===== config.mk =====
export PLATFORM = sky130hd
export DESIGN_NAME = fifo_write_arbiter
export DESIGN_NICKNAME = d
export VERILOG_FILES = /design/src/rtl/fifo_write_arbiter.sv
export SDC_FILE = /design/constraint.sdc
export NUM_CORES = 1
export LEC_CHECK = 0
export CELL_PAD_IN_SITES_DETAIL_PLACEMENT = 0
export CELL_PAD_IN_SITES_GLOBAL_PLACEMENT = 1
export CORE_ASPECT_RATIO = 0.6
export CORE_MARGIN = 5
export CORE_UTILIZATION = 24
export DETAILED_ROUTE_END_ITERATION = 10
export PLACE_DENSITY_LB_ADDON = 0.12
export SYNTH_ARGS = -nofsm -noshare
export SYNTH_HDL_FRONTEND = slang
export SYNTH_SLANG_ARGS = --single-unit
export TNS_END_PERCENT = 1

===== constraint.sdc =====
create_clock -name clk -period 2.2 [get_ports clk]
set_clock_uncertainty 0.15 [all_clocks]
set_input_delay 0.22 -clock clk [delete_from_list [all_inputs] [get_ports clk]]
set_output_delay 0.22 -clock clk [all_outputs]
set_load 0.005 [all_outputs]

===== src/rtl/fifo_write_arbiter.sv =====
// Round-robin owner of the async FIFO write port: grants one requester at a time
// for a burst of up to MAX_BURST words, stalls on wfull and rotates priority after each burst.
module fifo_write_arbiter #(
  parameter int NREQ      = 4,
  parameter int DSIZE     = 8,
  parameter int MAX_BURST = 4
) (
  input  logic                      clk,
  input  logic                      rst,
  input  logic [NREQ-1:0]           req,
  input  logic [NREQ*DSIZE-1:0]     req_data,
  input  logic                      wfull,
  output logic [NREQ-1:0]           ack,
  output logic                      winc,
  output logic [DSIZE-1:0]          wdata,
  output logic [$clog2(NREQ)-1:0]   gnt_id,
  output logic                      busy
);

  // state | meaning
  // IDLE  | arbitration bubble; picks next owner round-robin from last_gnt+1
  // BURST | owner holds the write port; one word per cycle unless wfull

  localparam int IW = (NREQ > 1) ? $clog2(NREQ) : 1;
  localparam int CW = $clog2(MAX_BURST + 1);

  typedef enum logic {
    IDLE,
    BURST
  } state_t;

  state_t          state;
  logic [IW-1:0]   owner;
  logic [IW-1:0]   last_gnt;
  logic [IW-1:0]   pick;
  logic [IW-1:0]   cand;
  logic [CW-1:0]   count;
  logic            owner_req;
  logic            last_beat;

  // Scan downward in priority order so the highest-priority requester is written last.
  always_comb begin
    pick = '0;
    cand = '0;
    for (int k = NREQ; k >= 1; k--) begin
      cand = IW'((int'(last_gnt) + k) % NREQ);
      if (req[cand]) pick = cand;
    end
  end

  assign owner_req = req[owner];
  assign last_beat = (count == CW'(MAX_BURST - 1));

  // A reset edge discards the beat, so the FIFO must not see a write on it either.
  assign winc = (state == BURST) & owner_req & ~wfull & ~rst;

  always_comb begin
    ack        = '0;
    ack[owner] = winc;
  end

  assign wdata  = (state == BURST) ? req_data[owner*DSIZE +: DSIZE] : '0;
  assign gnt_id = owner;

  always_ff @(posedge clk) begin
    if (rst) begin
      state    <= IDLE;
      owner    <= '0;
      last_gnt <= IW'(NREQ - 1);
      count    <= '0;
      busy     <= 1'b0;
    end else begin
      case (state)
        IDLE: begin
          if (|req) begin
            owner <= pick;
            count <= '0;
            state <= BURST;
            busy  <= 1'b1;
          end
        end
        BURST: begin
          if (!owner_req || (winc && last_beat)) begin
            state    <= IDLE;
            busy     <= 1'b0;
            last_gnt <= owner;
            count    <= '0;
          end else if (winc) begin
            count <= count + 1'b1;
          end
        end
        default: begin
          state <= IDLE;
          busy  <= 1'b0;
        end
      endcase
    end
  end

endmodule


==> results of run 1 <==
==> flip-flops by register name, summed over array words and instances, names as in the netlist <==
register  count
state         1
count         3
last_gnt      2
gnt_id        2
busy          1
==> worst max-delay path by stage <==
stage | from | endpoint | slack, ns
detailed placement | rst | ack[1] | -0.03
CTS | gnt_id[0] | winc | -0.05
floorplan | gnt_id[0] | wdata[0] | 0.47
global route | rst | ack[1] | -0.02
global placement | rst | ack[1] | -0.002
finish | rst | ack[1] | 0.03
==> critical path, delay by kind of cell <==
family | cells | cell delay [ns]
buffers and inverters | 2 | 1.03
AND/OR/NAND/NOR | 3 | 0.55
==> cell usage after synthesis, types with 3 or more instances <==
library cell  count  area share [%]
a21oi_1           3             1.8
and2_1            9             6.8
mux4_1            3             9.6
nor2_1            7             3.2
buf_2             4             2.4
nand2_1           8             3.6
dfxtp_1           9              22
mux4_2            6              16
o21ai_0           5             3.0
inv_1             7             3.2
==> layer usage <==
| layer | wire (um) | vias up | GRT usage (%) |
|---|---|---|---|
| li1 | - | 465 | - |
| met1 | 1510 | 440 | 16.7 |
| met2 | 1160 | 44 | 16.9 |
| met3 | 283 | 0 | 3.71 |
| met4 | 0 | 0 | 0.226 |
| met5 | 0 | - | 0 |
==> what timing repair did <==
action                     in CTS  in global routing
pin swaps                       0                  1
setup buffers                   0                  7
hold endpoints to repair        0                  0
gates cloned                    0                  1
setup endpoints to repair      10                  2
gates resized for setup        10                  5
==> final cells by class <==
class / instances / area share [%]
clock buffer: 4 / 2.78
timing repair buffer: 76 / 45.1
tap: 45 / 3.47
multi-input combinational: 65 / 35.6
sequential: 9 / 11.3
inverter: 7 / 1.62
==> cell families (layout without fill, tap and decap cells) <==
logic type | count (synthesis) | after routing
flops | 9 | 9
simple gates | 32 | 32
compound gates | 19 | 19
mux | 12 | 12
fa+ha+maj | 2 | 2
buf+inv | 14 | 87
==> per-stage QoR <==
stage | area (um2) | total power, W
floorplan | 823 | 0.000319
global placement | 1500 | 0.000484
detailed placement | 1500 | 0.000486
CTS | 1540 | 0.000671
global route | 1620 | 0.000737
finish | 1620 | 0.000693
==> power by group <==
part	switching, W	internal, W	leakage, nW	total, W
combinational	0.000102	0.000211	0.614	0.000313
clock	0.0000613	0.000126	0.0228	0.000187
sequential	0.0000148	0.000177	0.0747	0.000192
total	0.000178	0.000514	0.712	0.000693
==> metrics.yaml, run 1 <==
crit_type: "in2out"
cts_buffers: 3
drt_wl_total_um: 2950
routabilityCongestion: 0.766
core_area_um2: 3280
synthMuxAreaShare_pct: 30.4
final.setup.tns_ns: 0
hold_buffers: 0
drtAntennaViolNets: 0
fill_cells: 312
cp.arrival_ns: 1.80
grtUsageTotal_pct: 11.3
dp.cells: 194
num_vias: 949
crit_top_cell: "clkdlybuf4s50_1"
grt_start_max_net_pins: 14
design.die.area_um2: 4740
reg2reg_depth: 6
dpl.hpwl_um: 2410
start_util_pct: 25.1
drive_above_1_share_pct: 25.5
wl_per_cell_um: 14.3
htreeDepth: 1
syn_nets: 129
slowest_delay_ns: 0.56
regArea_um2: 184
utilization_pct: 49.4
synthArstFlopShare_pct: 0
hold_depth: 1
pre_cts_slack_ns: -0.0269
final_cells: 206
io_pins: 55
ff2ff_setup_slack_ns: 0.30
area_growth_pct: 97.0
dr.pass1.iters: 4
cts_buffer_depth: 2
slew_headroom_pct: 70.5
synth_ff_type: "dfxtp_1"
die_y_um: 55.4
drcViolationCount: 0
insertion_delay_ns: 0.23
multi_input_area_um2: 578
cts-root-buf: "clkbuf_8"
clk_pin_slew_ns: 0.04
overflow: 0
synth_edf_count: 0
synth_area_um2: 823
yosysUniqueCellTypes: 30
drv_slew: 0
vdd_drop_max_mv: 0.384
n_antenna_cell: 0
hold_start: "busy"
powerDensity_nw_per_um2: 427
layout_common_cells: "45 x clkdlybuf4s50_1, 20 x buf_4, 9 x and2_1"
synth_top_family_by_area: "multiplexers"
final_common_cell: "clkdlybuf4s50_1"
rsz0062_at_grt: "yes"
p_leak_nw: 0.712
reg2reg_from: "gnt_id[0]"
synth_cells: 88
slowest_stage: "clkdlybuf4s50_1"
drt_iter0_drc: 24
clock.fmax_mhz: 461
final.min_clock_period_ns: 2.17
first_global_vias: 853
yosys_warnings: 0
r2r-end: "state"
synth-seq-area-share_pct: 21.9
hold_path.class: "reg2reg"
crit_required_ns: 1.83
hold_slack_ns: 0.322
max_cap_viol_count: 0
outcome: "completed"
hold_viol_final: 0
max_slew.worst_pin.slew_ns: 0.439
synth_compound_area_share_pct: 16.1
cts.sink_count: 9
layout_setup_ws_ns: 0.0328
finalSetupViolations: 0
num_rows: 16
ys_seq_elements: 9
synth_fa_ha_area_share_pct: 3.04
avgSynthCellArea_um2: 9.36
antenna_found_initial: 0
drt-vias-per-instance: 4.61
end_kind: "output port"
synthXorXnorAreaFrac_pct: 0
io_buffers: 54
holdPathEnd: "busy"
nets: 203
critPathMaxFanout: 3
synth-simple-area-share_pct: 20.7
worst_setup_path_start_kind: "input port"
cts_tree: "built"
grt_pass1_wl_um: 4310
die_w_um: 85.6
finalCritPeriodShare_pct: 98.5
worstPathCellList: "clkdlybuf4s50_1 -> nor3b_2 -> nand2_1 -> nor3b_1 -> clkdlybuf4s50_1"
Note: power is estimated with default switching activity, not from simulation.
==> inputs of run 2 (changes only) <==
--- a/config.mk
+++ b/config.mk
@@ -10,8 +10,10 @@
 export CORE_ASPECT_RATIO = 0.6
 export CORE_MARGIN = 5
 export CORE_UTILIZATION = 24
+export CTS_CLUSTER_SIZE = 30
 export DETAILED_ROUTE_END_ITERATION = 10
 export PLACE_DENSITY_LB_ADDON = 0.12
+export SKIP_CTS_REPAIR_TIMING = 1
 export SYNTH_ARGS = -nofsm -noshare
 export SYNTH_HDL_FRONTEND = slang
 export SYNTH_SLANG_ARGS = --single-unit
==> run 2 against run 1 <==
Compared with the run above: the flow now finishes with violations (negative setup slack); worst setup slack worse by 0.098 ns; sequential cell count stayed put; sequential share of layout area is 0.21 points higher; largest cell class unchanged; largest power group unchanged.
==> metrics.yaml, run 2 (synthesis results as in run 1) <==
grt_start_max_net_pins: 14
htreeDepth: 1
finalCritPeriodShare_pct: 103
outcome: "finished with violations"
n_antenna_cell: 0
hold_depth: 1
worstPathCellList: "buf_12 -> mux4_1 -> and2_1 -> clkdlybuf4s50_1"
core_area_um2: 3280
num_vias: 920
rsz0062_at_grt: "yes"
clock.fmax_mhz: 442
clk_pin_slew_ns: 0.04
drtAntennaViolNets: 0
pre_cts_slack_ns: -0.0269
cts_buffer_depth: 2
drt_wl_total_um: 2930
reg2reg_from: "gnt_id[0]"
first_global_vias: 850
cts_buffers: 3
path_delay_family: "buffers and inverters"
reg2reg_depth: 6
ff2ff_setup_slack_ns: 0.29
die_w_um: 85.6
holdPathEnd: "busy"
drcViolationCount: 0
routabilityCongestion: 0.766
crit_buf_inv: 2
met1Wirelength_um: 1520
num_rows: 16
io_buffers: 54
fill_cells: 310
cp.arrival_ns: 1.89
design.die.area_um2: 4740
max_slew.worst_pin.slew_ns: 0.439
drive_above_1_share_pct: 20.8
final.min_clock_period_ns: 2.26
drt-vias-per-instance: 4.62
insertion_delay_ns: 0.23
hold_viol_final: 0
dpl.hpwl_um: 2410
dr.pass1.iters: 4
utilization_pct: 48.5
top_register: "count"
start_util_pct: 25.1
drt_iter0_drc: 35
largest_reg_flops: 3
hold_slack_ns: 0.322
cts-root-buf: "clkbuf_8"
final_common_cell: "clkdlybuf4s50_1"
die_y_um: 55.4
overflow: 0
crit_type: "reg2out"
route.met2.wl_um: 1140
drv_slew: 0
grt_pass1_wl_um: 4280
io_pins: 55
cts.sink_count: 9
dr.max_layer_used: "met3"
cts_tree: "built"
nets: 196
crit_required_ns: 1.83
r2r-end: "state"
hold_path.class: "reg2reg"
finalSetupViolations: 2
area_growth_pct: 93.3
antenna_found_initial: 0
worst_setup_path_start_kind: "register"
hold_start: "busy"
slew_headroom_pct: 70.5
p_leak_nw: 0.727
slowest_delay_ns: 0.55
layout_setup_ws_ns: -0.0648
powerDensity_nw_per_um2: 427
vdd_drop_max_mv: 0.384
slowest_stage: "mux4_1"
layout_common_cells: "47 x clkdlybuf4s50_1, 13 x buf_4, 9 x and2_1"
violations: "negative setup slack"
end_kind: "output port"
wl_met3_um: 266
wl_per_cell_um: 14.7
power_w: 0.000679
critPathMaxFanout: 7
grtUsageTotal_pct: 11.3
max_cap_viol_count: 0
==> run 2: cell types whose count changed in the layout (fill, tap and decap cells not counted), sizes merged <==
cell           before  now
dlymetal6s2s        2    7
dlygate4sd2         7    0
clkdlybuf4s50      45   47
buf                21   14
==> run 2: final cells by class <==
class	instances	area, um2	area share (%)
repair buffers	69	701	44.0
multi-input cells	65	579	36.4
flip-flops and latches	9	184	11.6
well taps	45	56.3	3.54
clock buffers	4	45.0	2.83
inverters	7	26.3	1.65
==> run 2: report_power, final <==
part           switching [W]  internal (W)  total [W]  leakage [nW]
clock network      0.0000613      0.000126   0.000187        0.0228
registers          0.0000147      0.000177   0.000192        0.0747
logic              0.0000978      0.000202   0.000300         0.629
total               0.000174      0.000505   0.000679         0.727
==> run 2: how the worst max path moves through the flow <==
stage | start | endpoint | slack [ns] | cells past startpoint
5_1_grt | gnt_id[0] | winc | -0.13 | 5
2_1_floorplan | gnt_id[0] | wdata[0] | 0.47 | 4
3_3_place_gp | rst | ack[1] | -0.002 | 5
6_report | gnt_id[0] | wdata[7] | -0.06 | 4
4_1_cts | gnt_id[0] | wdata[6] | -0.14 | 4
3_5_place_dp | rst | ack[1] | -0.03 | 5
==> run 2: metrics by stage <==
stage                     cells  setup TNS [ns]  area [um2]
after CTS                   198          -0.785        1540
after global routing        199          -0.236        1590
final                       199         -0.0876        1590
after detailed placement    194         -0.0269        1500
after global placement      194        -0.00192        1500
after floorplan              88               0         823
==> run 2: routing by layer <==
layer | global-route usage, % | vias to the layer above
met4 | 0.226 | 0
li1 | - | 455
met5 | 0 | -
met3 | 3.71 | 0
met2 | 16.8 | 41
met1 | 16.6 | 424
==> inputs of run 3 (changes only) <==
--- a/config.mk
+++ b/config.mk
@@ -12,6 +12,7 @@
 export CORE_UTILIZATION = 24
 export CTS_CLUSTER_SIZE = 30
 export DETAILED_ROUTE_END_ITERATION = 10
+export GPL_TIMING_DRIVEN = 0
 export PLACE_DENSITY_LB_ADDON = 0.12
 export SKIP_CTS_REPAIR_TIMING = 1
 export SYNTH_ARGS = -nofsm -noshare
==> run 3 against run 2 <==
Compared with the run above: sequential share of layout area is 0.71 points higher; critical path depth stayed put; first-iteration DRC count is 60% lower; critical endpoint unchanged; the flow still finishes with violations (negative setup slack); fmax is 2.5% higher; largest power group unchanged; routed wire length hardly changed; clock power is 3% higher.
==> metrics.yaml, run 3 (synthesis results as in run 1) <==
drv_slew: 0
regArea_um2: 184
n_antenna_cell: 0
max_slew.worst_pin.slew_ns: 0.471
dp.cells: 185
end_kind: "output port"
final_cells: 188
htreeDepth: 1
cts_tree: "built"
critPathMaxFanout: 5
cts.sink_count: 9
first_global_vias: 947
hold_viol_final: 0
start_util_pct: 25.1
drt_wl_total_um: 2930
nets: 185
hold_start: "rst"
multi_input_area_um2: 594
hold_path.class: "in2reg"
reg2reg_from: "gnt_id[0]"
fill_cells: 333
grt_start_max_net_pins: 11
insertion_delay_ns: 0.23
die_y_um: 55.4
area_growth_pct: 82.1
cts-root-buf: "clkbuf_8"
drt_iter0_drc: 14
dpl.hpwl_um: 2420
num_rows: 16
overflow: 0
outcome: "finished with violations"
cp.arrival_ns: 1.84
top_register: "count"
layout_common_cells: "43 x clkdlybuf4s50_1, 9 x and2_1, 9 x dlymetal6s2s_1"
io_pins: 55
pre_cts_slack_ns: -0.0864
layout_setup_ws_ns: -0.00907
io_buffers: 52
final_common_cell: "clkdlybuf4s50_1"
slew_headroom_pct: 68.3
drtAntennaViolNets: 0
cts_buffer_depth: 2
r2r-end: "state"
p_leak_nw: 0.693
grt_pass1_wl_um: 4710
grtUsageTotal_pct: 12.7
hold_depth: 2
finalSetupViolations: 1
finalCritPeriodShare_pct: 100
crit_required_ns: 1.83
num_vias: 884
utilization_pct: 45.7
drcViolationCount: 0
wl_per_cell_um: 15.6
clock.fmax_mhz: 453
reg2reg_depth: 5
holdPathEnd: "gnt_id[0]"
die_w_um: 85.6
design.die.area_um2: 4740
worst_setup_path_start_kind: "register"
ff2ff_setup_slack_ns: 0.46
antenna_found_initial: 0
rsz0062_at_grt: "yes"
largest_reg_flops: 3
max_cap_viol_count: 0
dr.pass1.iters: 4
drive_above_1_share_pct: 17.5
crit_type: "reg2out"
core_area_um2: 3280
final.min_clock_period_ns: 2.21
drt-vias-per-instance: 4.70
clk_pin_slew_ns: 0.05
cts_buffers: 3
violations: "negative setup slack"
vdd_drop_max_mv: 0.408
powerDensity_nw_per_um2: 436
routabilityCongestion: 0.774
power_w: 0.000654
## run 3: cell count changes in the layout (fill, tap and decap cells not counted), sizes merged
cell / before / now
buf: 14 / 5
clkdlybuf4s50: 47 / 43
dlymetal6s2s: 7 / 9
## run 3: how the worst max path moves through the flow
stage | startpoint | end | slack (ns) | depth (start not counted)
after floorplan | gnt_id[0] | wdata[0] | 0.47 | 4
after global placement | req[1] | winc | -0.08 | 5
after detailed placement | gnt_id[0] | wdata[1] | -0.09 | 5
after CTS | gnt_id[0] | wdata[1] | -0.34 | 5
after global routing | req[2] | winc | -0.08 | 5
final | gnt_id[0] | wdata[7] | -0.009 | 4
## run 3: final cells by class
type | instances | share of cell area (%)
multi-input combinational | 65 | 39.6
timing repair buffer | 52 | 36.2
sequential | 9 | 12.3
tap | 45 | 3.76
buffer | 6 | 3.34
clock buffer | 4 | 3.01
inverter | 7 | 1.75
## run 3: worst max-delay path, cell delays in order (launching register included)
cell and delay [ns]:
dfxtp_2 0.33, buf_6 0.13, mux4_1 0.54, and2_1 0.17
clkdlybuf4s50_1 0.43
## run 3: per-stage QoR
| step | setup TNS (ns) | hold slack [ns] | area [um2] |
|---|---|---|---|
| finish | -0.00907 | 0.122 | 1500 |
| global route | -0.289 | 0.136 | 1500 |
| CTS | -2.10 | 0.119 | 1450 |
| detailed placement | -0.439 | 0.302 | 1400 |
| global placement | -0.363 | 0.306 | 1400 |
| floorplan | 0 | 0.253 | 823 |
## run 3: metal layers
layer	part of all wire [%]	track usage, %	wire [um]
met1	52	18.4	1530
met2	40	18.6	1160
met3	7.7	3.42	226
met4	0	2.71	0
met5	0	0	0
## run 3: power breakdown
group | switching, W | internal [W]
sequential | 0.0000157 | 0.000178
clock | 0.0000668 | 0.000126
combinational | 0.0000909 | 0.000176
